## src/rtl/noc_pkg.sv

```systemverilog
// Shared NoC definitions for the chunk worker: flit field layout,
// result-flit offsets, credit width, slave FSM states and result packing.
package noc_pkg;

    localparam int VCHANNELBITS  = 3;
    localparam int DESTBITS      = 3;
    localparam int NSLAVEBITS    = 2;
    localparam int FLITDATAWIDTH = 64;
    localparam int CHUNKBITS     = 3;

    localparam int FW = 2 + VCHANNELBITS + DESTBITS + FLITDATAWIDTH;

    localparam int VALID_BIT = FW - 1;
    localparam int TAIL_BIT  = FW - 2;
    localparam int DEST_LSB  = FLITDATAWIDTH + VCHANNELBITS;
    localparam int VC_LSB    = FLITDATAWIDTH;

    localparam int ID_LSB           = 32;
    localparam int SLAVE_LSB        = 36;
    localparam int RESULT_VALID_BIT = 63;

    localparam int CREDITW    = 1 + VCHANNELBITS;
    localparam int CREDIT_MAX = (1 << VCHANNELBITS) - 1;

    typedef logic [FW-1:0]           flit_t;
    typedef logic [CREDITW-1:0]      credit_t;
    typedef logic [VCHANNELBITS-1:0] vc_t;
    typedef logic [DESTBITS-1:0]     dest_t;
    typedef logic [NSLAVEBITS-1:0]   sid_t;
    typedef logic [CHUNKBITS-1:0]    chunk_t;

    typedef enum logic [2:0] {
        ST_IDLE      = 3'd0,
        ST_WAIT_TAIL = 3'd1,
        ST_READ      = 3'd2,
        ST_DRAIN     = 3'd3,
        ST_SEND      = 3'd4
    } slave_state_t;

    function automatic flit_t result_flit(
        input dest_t       dest,
        input vc_t         vc,
        input sid_t        sid,
        input chunk_t      chunk,
        input logic [31:0] sum
    );
        logic [FLITDATAWIDTH-1:0] d;
        d                          = '0;
        d[RESULT_VALID_BIT]        = 1'b1;
        d[SLAVE_LSB +: NSLAVEBITS] = sid;
        d[ID_LSB +: 4]             = {1'b0, chunk};
        d[31:0]                    = sum;
        result_flit                = {1'b1, 1'b1, dest, vc, d};
    endfunction

endpackage

```

## src/rtl/chunk_slave_if.sv

```systemverilog
// NoC link between the job master and a chunk worker.
// Ports: flitReceive/En and creditPut/En toward the worker's input side,
// flitSend/En and creditGet/En for results and returned credits.
interface chunk_slave_if;
    import noc_pkg::*;

    flit_t   flitReceive;
    logic    flitReceiveEn;
    credit_t creditPut;
    logic    creditPutEn;
    flit_t   flitSend;
    logic    flitSendEn;
    credit_t creditGet;
    logic    creditGetEn;

    modport slave (
        input  flitReceive,
        input  creditGet,
        input  creditGetEn,
        output flitReceiveEn,
        output creditPut,
        output creditPutEn,
        output flitSend,
        output flitSendEn
    );

    modport master (
        output flitReceive,
        output creditGet,
        output creditGetEn,
        input  flitReceiveEn,
        input  creditPut,
        input  creditPutEn,
        input  flitSend,
        input  flitSendEn
    );

endinterface

```

## src/rtl/chunk_slave_range_accumulator.sv

```systemverilog
// Address generator over [low, high) plus a 1-cycle-latency sum pipeline.
// Ports: i_start loads the range, o_rd_en/o_addr read, i_data summed, o_done/o_sum.
module range_accumulator #(
    parameter int ADDRBITS = 16
) (
    input  logic                clk,
    input  logic                rst,
    input  logic                i_start,
    input  logic                i_clear,
    input  logic [31:0]         i_low,
    input  logic [31:0]         i_high,
    output logic                o_rd_en,
    output logic [ADDRBITS-1:0] o_addr,
    input  logic [31:0]         i_data,
    output logic                o_done,
    output logic [31:0]         o_sum
);

    logic                r_active;
    logic [ADDRBITS-1:0] r_addr;
    logic [31:0]         r_cnt;
    logic                r_rd_d;
    logic [31:0]         r_sum;
    logic [31:0]         w_len;

    assign w_len = i_high - i_low;

    always_ff @(posedge clk or negedge rst) begin
        if (!rst) begin
            r_active <= 1'b0;
            r_addr   <= '0;
            r_cnt    <= '0;
        end else if (i_start) begin
            r_active <= (w_len != 32'd0);
            r_addr   <= i_low[ADDRBITS-1:0];
            r_cnt    <= w_len;
        end else if (r_active) begin
            // address wraps naturally at 2^ADDRBITS
            r_addr <= r_addr + 1'b1;
            r_cnt  <= r_cnt - 32'd1;
            if (r_cnt == 32'd1) begin
                r_active <= 1'b0;
            end
        end
    end

    // data returns one cycle after the strobe, so sum the delayed strobe
    always_ff @(posedge clk or negedge rst) begin
        if (!rst) begin
            r_rd_d <= 1'b0;
            r_sum  <= '0;
        end else begin
            r_rd_d <= r_active;
            if (i_clear) begin
                r_sum <= '0;
            end else if (r_rd_d) begin
                r_sum <= r_sum + i_data;
            end
        end
    end

    // empty range completes on the start cycle itself
    assign o_done  = (i_start && (w_len == 32'd0))
                   || (r_active && (r_cnt == 32'd1));
    assign o_rd_en = r_active;
    assign o_addr  = r_addr;
    assign o_sum   = r_sum;

endmodule

```

## src/rtl/chunk_slave.sv

```systemverilog
// Chunk worker: takes a head/tail job, sums samples in [low, high), returns a result flit.
// Ports: clk, rst (async low), nif (NoC slave side), mem* sample memory, busy, errSticky.
module chunk_slave
    import noc_pkg::*;
#(
    parameter int SLAVEID     = 0,
    parameter int MASTERADDR  = 0,
    parameter int SENDCREDITS = 1,
    parameter int ADDRBITS    = 16
) (
    input  logic                clk,
    input  logic                rst,
    chunk_slave_if.slave        nif,
    output logic                memRdEn,
    output logic [ADDRBITS-1:0] memAddr,
    input  logic [31:0]         memData,
    output logic                busy,
    output logic                errSticky
);

    slave_state_t r_state;
    slave_state_t w_next;

    logic        r_first;
    logic [31:0] r_low;
    logic [31:0] r_high;
    vc_t         r_vc;
    chunk_t      r_chunk;
    vc_t         r_credits;
    logic        r_err;
    logic        r_cp_en;
    vc_t         r_cp_vc;

    logic        w_valid;
    logic        w_tail;
    vc_t         w_vc;
    logic [31:0] w_idx_a;
    logic [31:0] w_idx_b;
    logic [31:0] w_lo;
    logic [31:0] w_hi;
    chunk_t      w_chunk;
    dest_t       w_unused_dest;
    vc_t         w_unused_cg;

    logic        w_start;
    logic        w_send;
    logic        w_flit_err;
    logic        w_head_ld;
    logic        w_tail_ld;
    logic        w_done;
    logic [31:0] w_sum;
    logic        w_inc;
    logic        w_ovf;

    assign w_valid       = nif.flitReceive[VALID_BIT];
    assign w_tail        = nif.flitReceive[TAIL_BIT];
    assign w_vc          = nif.flitReceive[VC_LSB +: VCHANNELBITS];
    assign w_idx_a       = nif.flitReceive[63:32];
    assign w_idx_b       = nif.flitReceive[31:0];
    assign w_chunk       = nif.flitReceive[CHUNKBITS-1:0];
    assign w_unused_dest = nif.flitReceive[DEST_LSB +: DESTBITS];
    assign w_unused_cg   = nif.creditGet[VCHANNELBITS-1:0];

    assign w_lo = (w_idx_a < w_idx_b) ? w_idx_a : w_idx_b;
    assign w_hi = (w_idx_a < w_idx_b) ? w_idx_b : w_idx_a;

    range_accumulator #(
        .ADDRBITS(ADDRBITS)
    ) u_acc (
        .clk     (clk),
        .rst     (rst),
        .i_start (w_start),
        .i_clear (w_send),
        .i_low   (r_low),
        .i_high  (r_high),
        .o_rd_en (memRdEn),
        .o_addr  (memAddr),
        .i_data  (memData),
        .o_done  (w_done),
        .o_sum   (w_sum)
    );

    always_ff @(posedge clk or negedge rst) begin
        if (!rst) begin
            r_state <= ST_IDLE;
        end else begin
            r_state <= w_next;
        end
    end

    always_comb begin
        w_next     = r_state;
        w_start    = 1'b0;
        w_send     = 1'b0;
        w_flit_err = 1'b0;
        w_head_ld  = 1'b0;
        w_tail_ld  = 1'b0;
        unique case (r_state)
            ST_IDLE: begin
                if (w_valid) begin
                    if (w_tail) begin
                        w_flit_err = 1'b1;
                    end else begin
                        w_head_ld = 1'b1;
                        w_next    = ST_WAIT_TAIL;
                    end
                end
            end
            ST_WAIT_TAIL: begin
                if (w_valid) begin
                    if (w_tail && (w_vc == r_vc)) begin
                        w_tail_ld = 1'b1;
                        w_next    = ST_READ;
                    end else begin
                        w_flit_err = 1'b1;
                    end
                end
            end
            ST_READ: begin
                // first READ cycle only loads the range
                w_start    = r_first;
                w_flit_err = w_valid;
                if (w_done) begin
                    w_next = ST_DRAIN;
                end
            end
            ST_DRAIN: begin
                w_flit_err = w_valid;
                w_next     = ST_SEND;
            end
            ST_SEND: begin
                w_flit_err = w_valid;
                if (r_credits != '0) begin
                    w_send = 1'b1;
                    w_next = ST_IDLE;
                end
            end
            default: begin
                w_next = ST_IDLE;
            end
        endcase
    end

    assign w_inc = nif.creditGetEn & nif.creditGet[CREDITW-1];
    assign w_ovf = w_inc & ~w_send
                 & (r_credits == vc_t'(CREDIT_MAX));

    always_ff @(posedge clk or negedge rst) begin
        if (!rst) begin
            r_first   <= 1'b0;
            r_low     <= '0;
            r_high    <= '0;
            r_vc      <= '0;
            r_chunk   <= '0;
            r_credits <= vc_t'(SENDCREDITS);
            r_err     <= 1'b0;
            r_cp_en   <= 1'b0;
            r_cp_vc   <= '0;
        end else begin
            if (w_head_ld) begin
                r_low  <= w_lo;
                r_high <= w_hi;
                r_vc   <= w_vc;
            end
            if (w_tail_ld) begin
                r_chunk <= w_chunk;
            end
            r_first <= w_tail_ld;
            // every valid flit, kept or dropped, hands its buffer back
            r_cp_en <= w_valid;
            r_cp_vc <= w_valid ? w_vc : '0;
            r_err   <= r_err | w_flit_err | w_ovf;
            if (w_inc && !w_send && !w_ovf) begin
                r_credits <= r_credits + 1'b1;
            end else if (w_send && !w_inc) begin
                r_credits <= r_credits - 1'b1;
            end
        end
    end

    assign nif.flitReceiveEn = 1'b1;
    assign nif.creditPutEn   = r_cp_en;
    assign nif.creditPut     = {r_cp_en, r_cp_vc};
    assign nif.flitSendEn    = w_send;
    assign nif.flitSend      = w_send
                             ? result_flit(dest_t'(MASTERADDR), r_vc,
                                           sid_t'(SLAVEID), r_chunk, w_sum)
                             : '0;

    assign busy      = (r_state != ST_IDLE);
    assign errSticky = r_err;

endmodule

```

## src/flat_wrapper.sv

```systemverilog
// flat-port wrapper written by rule: the top's interface ports become plain ports
module chunk_slave_flat import noc_pkg::*;
#(
    parameter int SLAVEID     = 0,
    parameter int MASTERADDR  = 0,
    parameter int SENDCREDITS = 1,
    parameter int ADDRBITS    = 16
)
  (clk, rst, memRdEn, memAddr, memData, busy, errSticky, nif_flitReceive, nif_creditGet, nif_creditGetEn, nif_flitReceiveEn, nif_creditPut, nif_creditPutEn, nif_flitSend, nif_flitSendEn);
  chunk_slave_if nif_i ();
  input  logic clk;
  input  logic rst;
  output logic memRdEn;
  output logic [ADDRBITS-1:0] memAddr;
  input  logic [31:0] memData;
  output logic busy;
  output logic errSticky;
  input wire logic [$bits(nif_i.flitReceive)-1:0] nif_flitReceive;
  input wire logic [$bits(nif_i.creditGet)-1:0] nif_creditGet;
  input wire logic [$bits(nif_i.creditGetEn)-1:0] nif_creditGetEn;
  output wire logic [$bits(nif_i.flitReceiveEn)-1:0] nif_flitReceiveEn;
  output wire logic [$bits(nif_i.creditPut)-1:0] nif_creditPut;
  output wire logic [$bits(nif_i.creditPutEn)-1:0] nif_creditPutEn;
  output wire logic [$bits(nif_i.flitSend)-1:0] nif_flitSend;
  output wire logic [$bits(nif_i.flitSendEn)-1:0] nif_flitSendEn;
  assign nif_i.flitReceive = nif_flitReceive;
  assign nif_i.creditGet = nif_creditGet;
  assign nif_i.creditGetEn = nif_creditGetEn;
  assign nif_flitReceiveEn = nif_i.flitReceiveEn;
  assign nif_creditPut = nif_i.creditPut;
  assign nif_creditPutEn = nif_i.creditPutEn;
  assign nif_flitSend = nif_i.flitSend;
  assign nif_flitSendEn = nif_i.flitSendEn;
  chunk_slave #(.SLAVEID(SLAVEID), .MASTERADDR(MASTERADDR), .SENDCREDITS(SENDCREDITS), .ADDRBITS(ADDRBITS)) u_core (.clk(clk), .rst(rst), .nif(nif_i), .memRdEn(memRdEn), .memAddr(memAddr), .memData(memData), .busy(busy), .errSticky(errSticky));
endmodule
```

## config.mk

```make
export PLATFORM = sky130hd
export DESIGN_NAME = chunk_slave_flat
export DESIGN_NICKNAME = d
export VERILOG_FILES = /design/src/rtl/noc_pkg.sv /design/src/rtl/chunk_slave_if.sv /design/src/rtl/chunk_slave_range_accumulator.sv /design/src/rtl/chunk_slave.sv /design/src/flat_wrapper.sv
export SDC_FILE = /design/constraint.sdc
export NUM_CORES = 1
export LEC_CHECK = 0
export CAP_MARGIN = 10
export CORE_AREA = 2 2 153 155
export CTS_CLUSTER_SIZE = 12
export DETAILED_ROUTE_END_ITERATION = 8
export DIE_AREA = 0 0 155 157
export HOLD_SLACK_MARGIN = 0.03
export MAX_ROUTING_LAYER = met4
export PLACE_DENSITY = 0.83
export SLEW_MARGIN = 20
export SYNTH_ARGS = -nofsm -noshare
export SYNTH_HDL_FRONTEND = slang
export SYNTH_HIERARCHICAL = 1
export SYNTH_SLANG_ARGS = --single-unit
```

## constraint.sdc

```tcl
create_clock -name clk -period 6 [get_ports clk]
set_input_delay 1.5 -clock clk [delete_from_list [all_inputs] [get_ports clk]]
set_output_delay 1.5 -clock clk [all_outputs]
set_load 0.01 [all_outputs]
```

After elaboration in Yosys (flattened, before gate mapping). Cells that the tools add are included.

Output and inout port bits: 98. Register bits after elaboration: 164. Bits of input ports: 111. Logic and storage cells: 97.

Add/subtract/negate cells: 6. Reductions and logical operators: 20. Order comparisons: 1. Bitwise gates (word level): 6. Equality and inequality tests: 13. Mux-type cells: 36.

Operator list (count): two-way mux 32 bit (6); two-way mux 72 bit (1); adder 32 bit (1); equality test 32 x 1 -> 1 bit, second input constant (1); logical NOT 32 bit (1); less-than comparator 32 bit (1); two-way mux 16 bit (2); nonzero test 32 bit (1); subtractor 32 x 1 -> 32 bit, second input constant (1); subtractor 32 bit (1); two-way mux 3 bit (9); adder 16 x 1 -> 16 bit, second input constant (1); two-way mux 1 bit (16); case mux 3 bit (5 select lines) (1); != test 2 bit, second input constant (4); equality test 3 x 2 -> 1 bit, second input constant (2); equality test 3 bit, second input constant (2); logical AND 1 bit (6); AND reduction 6 bit (1); nonzero test 2 bit (3); nonzero test 3 bit (2); != test 2 x 1 -> 1 bit, second input constant (2); adder 3 x 1 -> 3 bit, second input constant (1); bitwise AND 1 bit (3); other kinds (10) (13).

Logic depth before layout (Yosys ltp). Gate-level depths: netlist of run 1.

Depth after elaboration: 9. Mapped depth: 16. Mapped depth without buffers: 16.

Modules after synthesis. Netlist of run 1, hierarchy kept.

By module, submodules not included: range_accumulator (area an instance 7379.6 um2, sequential area each 2052.0 um2, cells an instance 872, times used 1); chunk_slave (area an instance 6069.6 um2, sequential area each 2053.2 um2, cells an instance 714, times used 1).

Worst setup path before layout of run 1. OpenSTA, ideal clock, no wires.

Path type: input-to-reg. Start point: in memData[0]. End point: reg u_core.u_acc.r_sum[30] (netlist: u_core/u_acc/o_sum[30]). Stages: 11. Path buffers: 0. Data arrival time: 3985 ps. Data required time: 5879 ps. Library setup time: 121 ps. Slack: 1894 ps. Path through: ha_1 > fa_1 > a21oi_1 > o21bai_1 > nor4_1 > o31ai_1 > a221oi_2 > o41ai_2 > a311o_1 > xor2_1 > a22o_1.

Cells in the longest elaborated chain, start to end: 3.

RTL lines: start, declared (RTL line flat_wrapper.sv:15) `input logic [31:0] memData;`; adder 32 bit (RTL line chunk_slave_range_accumulator.sv:57) `r_sum <= r_sum + i_data;`; two-way mux 32 bit (RTL line chunk_slave_range_accumulator.sv:56) `end else if (r_rd_d) begin`; two-way mux 32 bit (RTL line chunk_slave_range_accumulator.sv:54) `if (i_clear) begin`; end signal, assigned (RTL line chunk_slave_range_accumulator.sv:57); end, declared (RTL line chunk_slave_range_accumulator.sv:23) `logic [31:0] r_sum;`.

Every way passes these cells. The select of a mux whose other input is x is not followed. A chain may end at the register's enable or synchronous reset.

Final worst setup path of run 1. Ends and elaborated chain as after synthesis.

==> results of run 1 <==
through the flow:
stage	setup slack (ns)	area (um^2)	cells
final	1.47	15700	1982
after global routing	1.23	15700	1982
after CTS	1.51	15700	1980
after detailed placement	1.07	15100	1948
after global placement	1.08	15100	1948
after floorplan	1.89	13600	1616
registers in the layout, indices dropped and copies added, names as in the netlist, 16 cells and up:
signal / flops
u_core/u_acc/o_addr: 16
u_core/r_low: 32
u_core/u_acc/o_sum: 32
u_core/u_acc/r_cnt: 32
u_core/r_high: 32
worst min path at each step:
stage	from	end
after floorplan	u_core/r_credits[2]$_DFFE_PN0P_	u_core/r_credits[2]$_DFFE_PN0P_
after CTS	u_core/errSticky$_DFF_PN0_	u_core/errSticky$_DFF_PN0_
final	u_core/errSticky$_DFF_PN0_	u_core/errSticky$_DFF_PN0_
after global routing	u_core/errSticky$_DFF_PN0_	u_core/errSticky$_DFF_PN0_
after global placement	u_core/errSticky$_DFF_PN0_	u_core/errSticky$_DFF_PN0_
after detailed placement	u_core/errSticky$_DFF_PN0_	u_core/errSticky$_DFF_PN0_
critical path, stage by stage:
cell             delay (ns)
clkdlybuf4s50_1        0.40
ha_1                   0.23
fa_1                   0.41
a21oi_1                0.26
o21bai_1               0.15
nor4_1                 0.30
o31ai_1                0.24
a221oi_2               0.45
o41ai_2                0.19
a311o_1                0.35
xor2_1                 0.15
a22o_1                 0.20
layout make-up:
cell class	instances	share of cell area, %
clock inverter	14	1.04
antenna	1	0.0159
multi-input combinational	1242	54.3
timing repair buffer	184	11.8
inverter	74	1.77
sequential	164	26.2
tap	285	2.27
clock buffer	18	2.73
power by group through the flow:
stage / clock (mW) / combinational, mW / sequential, mW
2_1_floorplan: 0 / 3.32 / 1.78
3_3_place_gp: 0 / 3.99 / 1.92
3_5_place_dp: 0 / 4.11 / 1.94
4_1_cts: 1.14 / 4.17 / 1.92
5_1_grt: 1.19 / 4.67 / 1.98
6_report: 1.13 / 4.23 / 1.93
cells by family (layout without fill, tap and decap cells):
group / after synthesis / in the layout
AO/OA/AOI/OAI: 395 / 395
XOR/XNOR: 98 / 98
adder cells (fa/ha/maj): 99 / 99
buffers and inverters: 210 / 290
flip-flops: 164 / 164
multiplexers: 30 / 30
other: 2 / 33
AND/OR/NAND/NOR: 588 / 588
routing by layer:
layer  share of wire (%)  vias up
met1                  43     6033
met2                  49      450
li1                    -     5930
met4                 2.1        0
met3                 6.0       59
met5                   0        -
cell usage in the layout, fill, tap and decap left out, types with 63 or more instances in the layout:
cell type,count
or3_1,71
clkdlybuf4s50_1,169
ha_1,96
nand3_1,100
nor2_1,85
inv_1,74
a21oi_1,83
a2bb2oi_1,63
o2111ai_1,66
dfrtp_1,162
nand2_1,165
==> flow_summary.json, run 1 <==
{
  "end_kind": "flop",
  "finalSetupViolCount": 0,
  "dieArea_mm2": 0.0243,
  "peakVddDrop_mv": 0.227,
  "vias": 12472,
  "yosysUniqueCellTypes": 92,
  "combPwrFrac_pct": 58.0,
  "syn_area_mm2": 0.0134,
  "p_int_mw": 3.95,
  "p_leak_nw": 6.95,
  "finalPower_mw": 7.29,
  "yosys-mux-area-fraction_pct": 2.28,
  "clock_latency_ns": 0.44,
  "synth_top_area_share_pct": 30.3,
  "hold_ws_ns": 0.479,
  "busiest_layer": "met2",
  "outcome": "complete, no violations",
  "grt_pass1_wl_mm": 56.6,
  "holdPathStages": 1,
  "io_buffers": 170,
  "htreeDepth": 4,
  "root_buffer": "clkbuf_16",
  "drive_gt1_share_pct": 5.60,
  "holdBufCountCts": 0,
  "ys_ff_latch": 164,
  "grt_pass1_vias": 11678,
  "critical_path.endpoint": "u_core/u_acc/o_sum[30]$_DFFE_PN0P_",
  "synthFlopType": "dfrtp_1",
  "maxCapViolCount": 0,
  "synth-compound-area-share_pct": 21.7,
  "num-fill-cells": 1696,
  "power_frac_clock_pct": 15.5,
  "post_cts_resize_count": 0,
  "drc": 0,
  "fin_crit_sh_pct": 75.5,
  "io_pins": 209,
  "routedWlPerCell_um": 17.6,
  "clock_path_buffers": 2,
  "final_core_util_pct": 69.8,
  "cts_buffers": 17,
  "cts_tree": "done",
  "multiInputGateArea_mm2": 0.00852,
  "grt_start_max_net_pins": 129,
  "rr_worst_depth": 15,
  "ff_latch_area_mm2": 0.00411,
  "p_switching_mw": 3.34,
  "track_usage_pct": 29.1,
  "avgSynthCellArea_um2": 8.48,
  "synth.most_common_cell": "nand2_1",
  "dp_hpwl_mm": 24.8,
  "ys_seq_area_share_pct": 30.5,
  "core-area_mm2": 0.0225,
  "grt_setup_unrepaired": "false",
  "yosysWarnings": 6,
  "gr-usage-met3_pct": 4.57,
  "hold_class": "reg -> reg",
  "overflow": 0,
  "syn_inst": 1586,
  "slew_violations": 0,
  "use_met2_pct": 47.2,
  "synth_xor_area_share_pct": 6.38,
  "clock_skew_ns": 0.0171,
  "async_flop_share_pct": 100,
  "worstMarginPinSlew_ns": 0.966,
  "finalHoldViolations": 0,
  "r2r_end": "u_core/r_state[0]$_DFFE_PN0P_",
  "cp.arrival_ns": 4.84,
  "nNetsFinal": 1893,
  "place_congestion": 0.942,
  "die_w_um": 155,
  "synth-edff-count": 0,
  "drt_pass1_iterations": 5,
  "synthAdderAreaFrac_pct": 9.38,
  "rows": 55,
  "critPathMaxFanout": 4,
  "period_needed_ns": 4.53,
  "antenna_found_initial": 1,
  "startpoint": "memData[0]",
  "ant_nets": 0,
  "setup_tns_ns": 0,
  "p_sw_share_pct": 45.8,
  "powerDensity_mw_per_mm2": 465,
  "clock_sinks": 164,
  "wl_mm": 34.8,
  "fmax_mhz": 221,
  "p_seq_share_pct": 26.5,
  "maxSlewHeadroom_pct": 35.6,
  "syn2layout_area_growth_pct": 16.7,
  "cp-start-kind": "primary input",
  "cp.required_ns": 6.31,
  "synth.area.top_cells": "dfrtp_1, ha_1, nand2_1, o2111ai_1, a2bb2oi_1",
  "synth_top_area_cell": "dfrtp_1",
  "path_class": "in -> reg",
  "viasPerCell": 6.29,
  "drtIter0Drc": 909,
  "timing.rr.start": "u_core/r_low[7]$_DFFE_PN0P_",
  "r2r_slack_ns": 1.81,
  "synth_top_family_by_area": "simple AND/OR/NAND/NOR gates",
  "synth-simple-area-share_pct": 22.3,
  "fp.dieH_um": 157,
  "post-cts-setup-buffer-count": 0,
  "clk_pin_slew_ns": 0.07,
  "grtUsageMet1_pct": 37.6,
  "netlist_top_cells_count": "nand2_1, dfrtp_1, nand3_1",
  "start_util_pct": 59.8
}
No activity file was read; power rests on OpenSTA's default activity.
==> run 2: changes to the inputs <==
CORE_AREA = 2 2 158 160   (was 2 2 153 155)
DIE_AREA = 0 0 160 162   (was 0 0 155 157)
PLACE_DENSITY = 0.78   (was 0.83)
clock period = 4.7 ns   (was 6 ns; I/O delays follow)
==> flow_summary.json, run 2 (synthesized netlist as in run 1, its figures left out) <==
{
  "outcome": "complete, no violations",
  "cp.arrival_ns": 4.41,
  "hold_path_end": "u_core/errSticky$_DFF_PN0_",
  "layout_common_cells": "clkdlybuf4s50_1, nand2_1, dfrtp_1, nand3_1, ha_1",
  "mostFrequentLayoutCell": "clkdlybuf4s50_1",
  "routedWlPerCell_um": 17.2,
  "syn2layout_area_growth_pct": 17.4,
  "grt_setup_unrepaired": "false",
  "grt_pass1_wl_mm": 57.7,
  "place_congestion": 0.889,
  "holdPathStages": 1,
  "slew_violations": 0,
  "post_cts_resize_count": 0,
  "drc": 0,
  "drtIter0Drc": 928,
  "die_w_um": 160,
  "powerDensity_mw_per_mm2": 582,
  "clock_latency_ns": 0.44,
  "end_kind": "flop",
  "clk_pin_slew_ns": 0.07,
  "clock_skew_ns": 0.0107,
  "nNetsFinal": 1902,
  "grt_start_max_net_pins": 97,
  "root_buffer": "clkbuf_16",
  "clock_path_buffers": 2,
  "holdBufCountCts": 0,
  "cts_tree": "done",
  "final_core_util_pct": 65.5,
  "fp.dieH_um": 162,
  "io_buffers": 170,
  "hold_start": "u_core/errSticky$_DFF_PN0_",
  "ant_nets": 0,
  "post-cts-setup-buffer-count": 0,
  "drt_pass1_iterations": 7,
  "rr_worst_depth": 15,
  "overflow": 0,
  "htreeDepth": 4,
  "dp_cells": 1997,
  "grt_pass1_vias": 11845,
  "vias": 12348,
  "hold_class": "reg -> reg",
  "dieArea_mm2": 0.0259,
  "path_class": "reg -> reg",
  "viasPerCell": 6.09,
  "fmax_mhz": 247,
  "maxCapViolCount": 0,
  "finalHoldViolations": 0,
  "peakVddDrop_mv": 0.277,
  "setup_tns_ns": 0,
  "r2r_end": "u_core/r_state[0]$_DFFE_PN0P_",
  "fin_crit_sh_pct": 86.2,
  "io_pins": 209,
  "clock_sinks": 164,
  "critPathMaxFanout": 6,
  "track_usage_pct": 27.6,
  "antenna_found_initial": 0,
  "dp_hpwl_mm": 25.6,
  "fin_cells": 2029,
  "finalSetupViolCount": 0,
  "period_needed_ns": 4.05,
  "maxSlewHeadroom_pct": 36.8,
  "core-area_mm2": 0.0241,
  "rows": 57,
  "post_dp_cell_area_mm2": 0.0152,
  "cp.required_ns": 5.06,
  "design_area_mm2": 0.0158,
  "drive_gt1_share_pct": 6.16,
  "startpoint": "u_core/r_low[0]$_DFFE_PN0P_",
  "worstMarginPinSlew_ns": 0.939,
  "start_util_pct": 55.8,
  "p_leak_nw": 6.98,
  "r2r_slack_ns": 0.65,
  "wl_mm": 34.9,
  "cp-start-kind": "flop",
  "cts_buffers": 17,
  "antennaDiodeCount": 0,
  "timing.rr.start": "u_core/r_low[0]$_DFFE_PN0P_"
}
run 2: layout make-up:
type                            instances  area, um^2
Tap cell                              324         405
Fill cell                            2069        8310
Sequential cell                       164        4110
Clock inverter                         15         120
Clock buffer                           17         425
Inverter                               74         278
Timing Repair Buffer                  193        1940
Multi-Input combinational cell       1242        8520
run 2: layer usage:
| metal | part of all wire (%) | GRT usage [%] | routed length (um) |
|---|---|---|---|
| met2 | 48 | 44.9 | 16800 |
| met4 | 2.3 | 8.89 | 786 |
| met1 | 45 | 35.8 | 15600 |
| met3 | 4.9 | 4.06 | 1710 |
| met5 | 0 | - | 0 |
run 2: power by group:
part | switching (mW) | internal, mW
logic | 3.06 | 2.33
registers | 0.527 | 1.95
clock network | 0.641 | 0.689
run 2: how the worst max path moves through the flow:
stage                                          to  slack, ns
2_1_floorplan  u_core/u_acc/o_sum[30]$_DFFE_PN0P_       0.92
3_3_place_gp   u_core/u_acc/o_sum[30]$_DFFE_PN0P_       0.24
3_5_place_dp   u_core/u_acc/o_sum[30]$_DFFE_PN0P_       0.22
4_1_cts             u_core/r_state[0]$_DFFE_PN0P_       0.66
5_1_grt        u_core/u_acc/o_sum[24]$_DFFE_PN0P_       0.42
6_report            u_core/r_state[0]$_DFFE_PN0P_       0.65
run 2: stage by stage:
stage          setup slack (ns)  total power [mW]  hold slack, ns
2_1_floorplan             0.919              6.51           0.464
3_3_place_gp              0.240              7.60           0.465
3_5_place_dp              0.216              7.77           0.469
4_1_cts                   0.658              9.15           0.484
5_1_grt                   0.424              9.94           0.500
6_report                  0.649              9.20           0.479
run 2: worst max-delay path, cell delays in order (launching register included):
cell and delay [ns]:
dfrtp_1 0.46, ha_1 0.26, fa_1 0.40, nor2b_1 0.16, o31a_1 0.25, o21ai_2 0.16
a211oi_2 0.37, nand2b_4 0.20, xor2_1 0.07, or4b_1 0.46, nor4_1 0.30, and4_1 0.29
a32o_1 0.23, inv_1 0.08, o22a_1 0.21, nor2_1 0.08
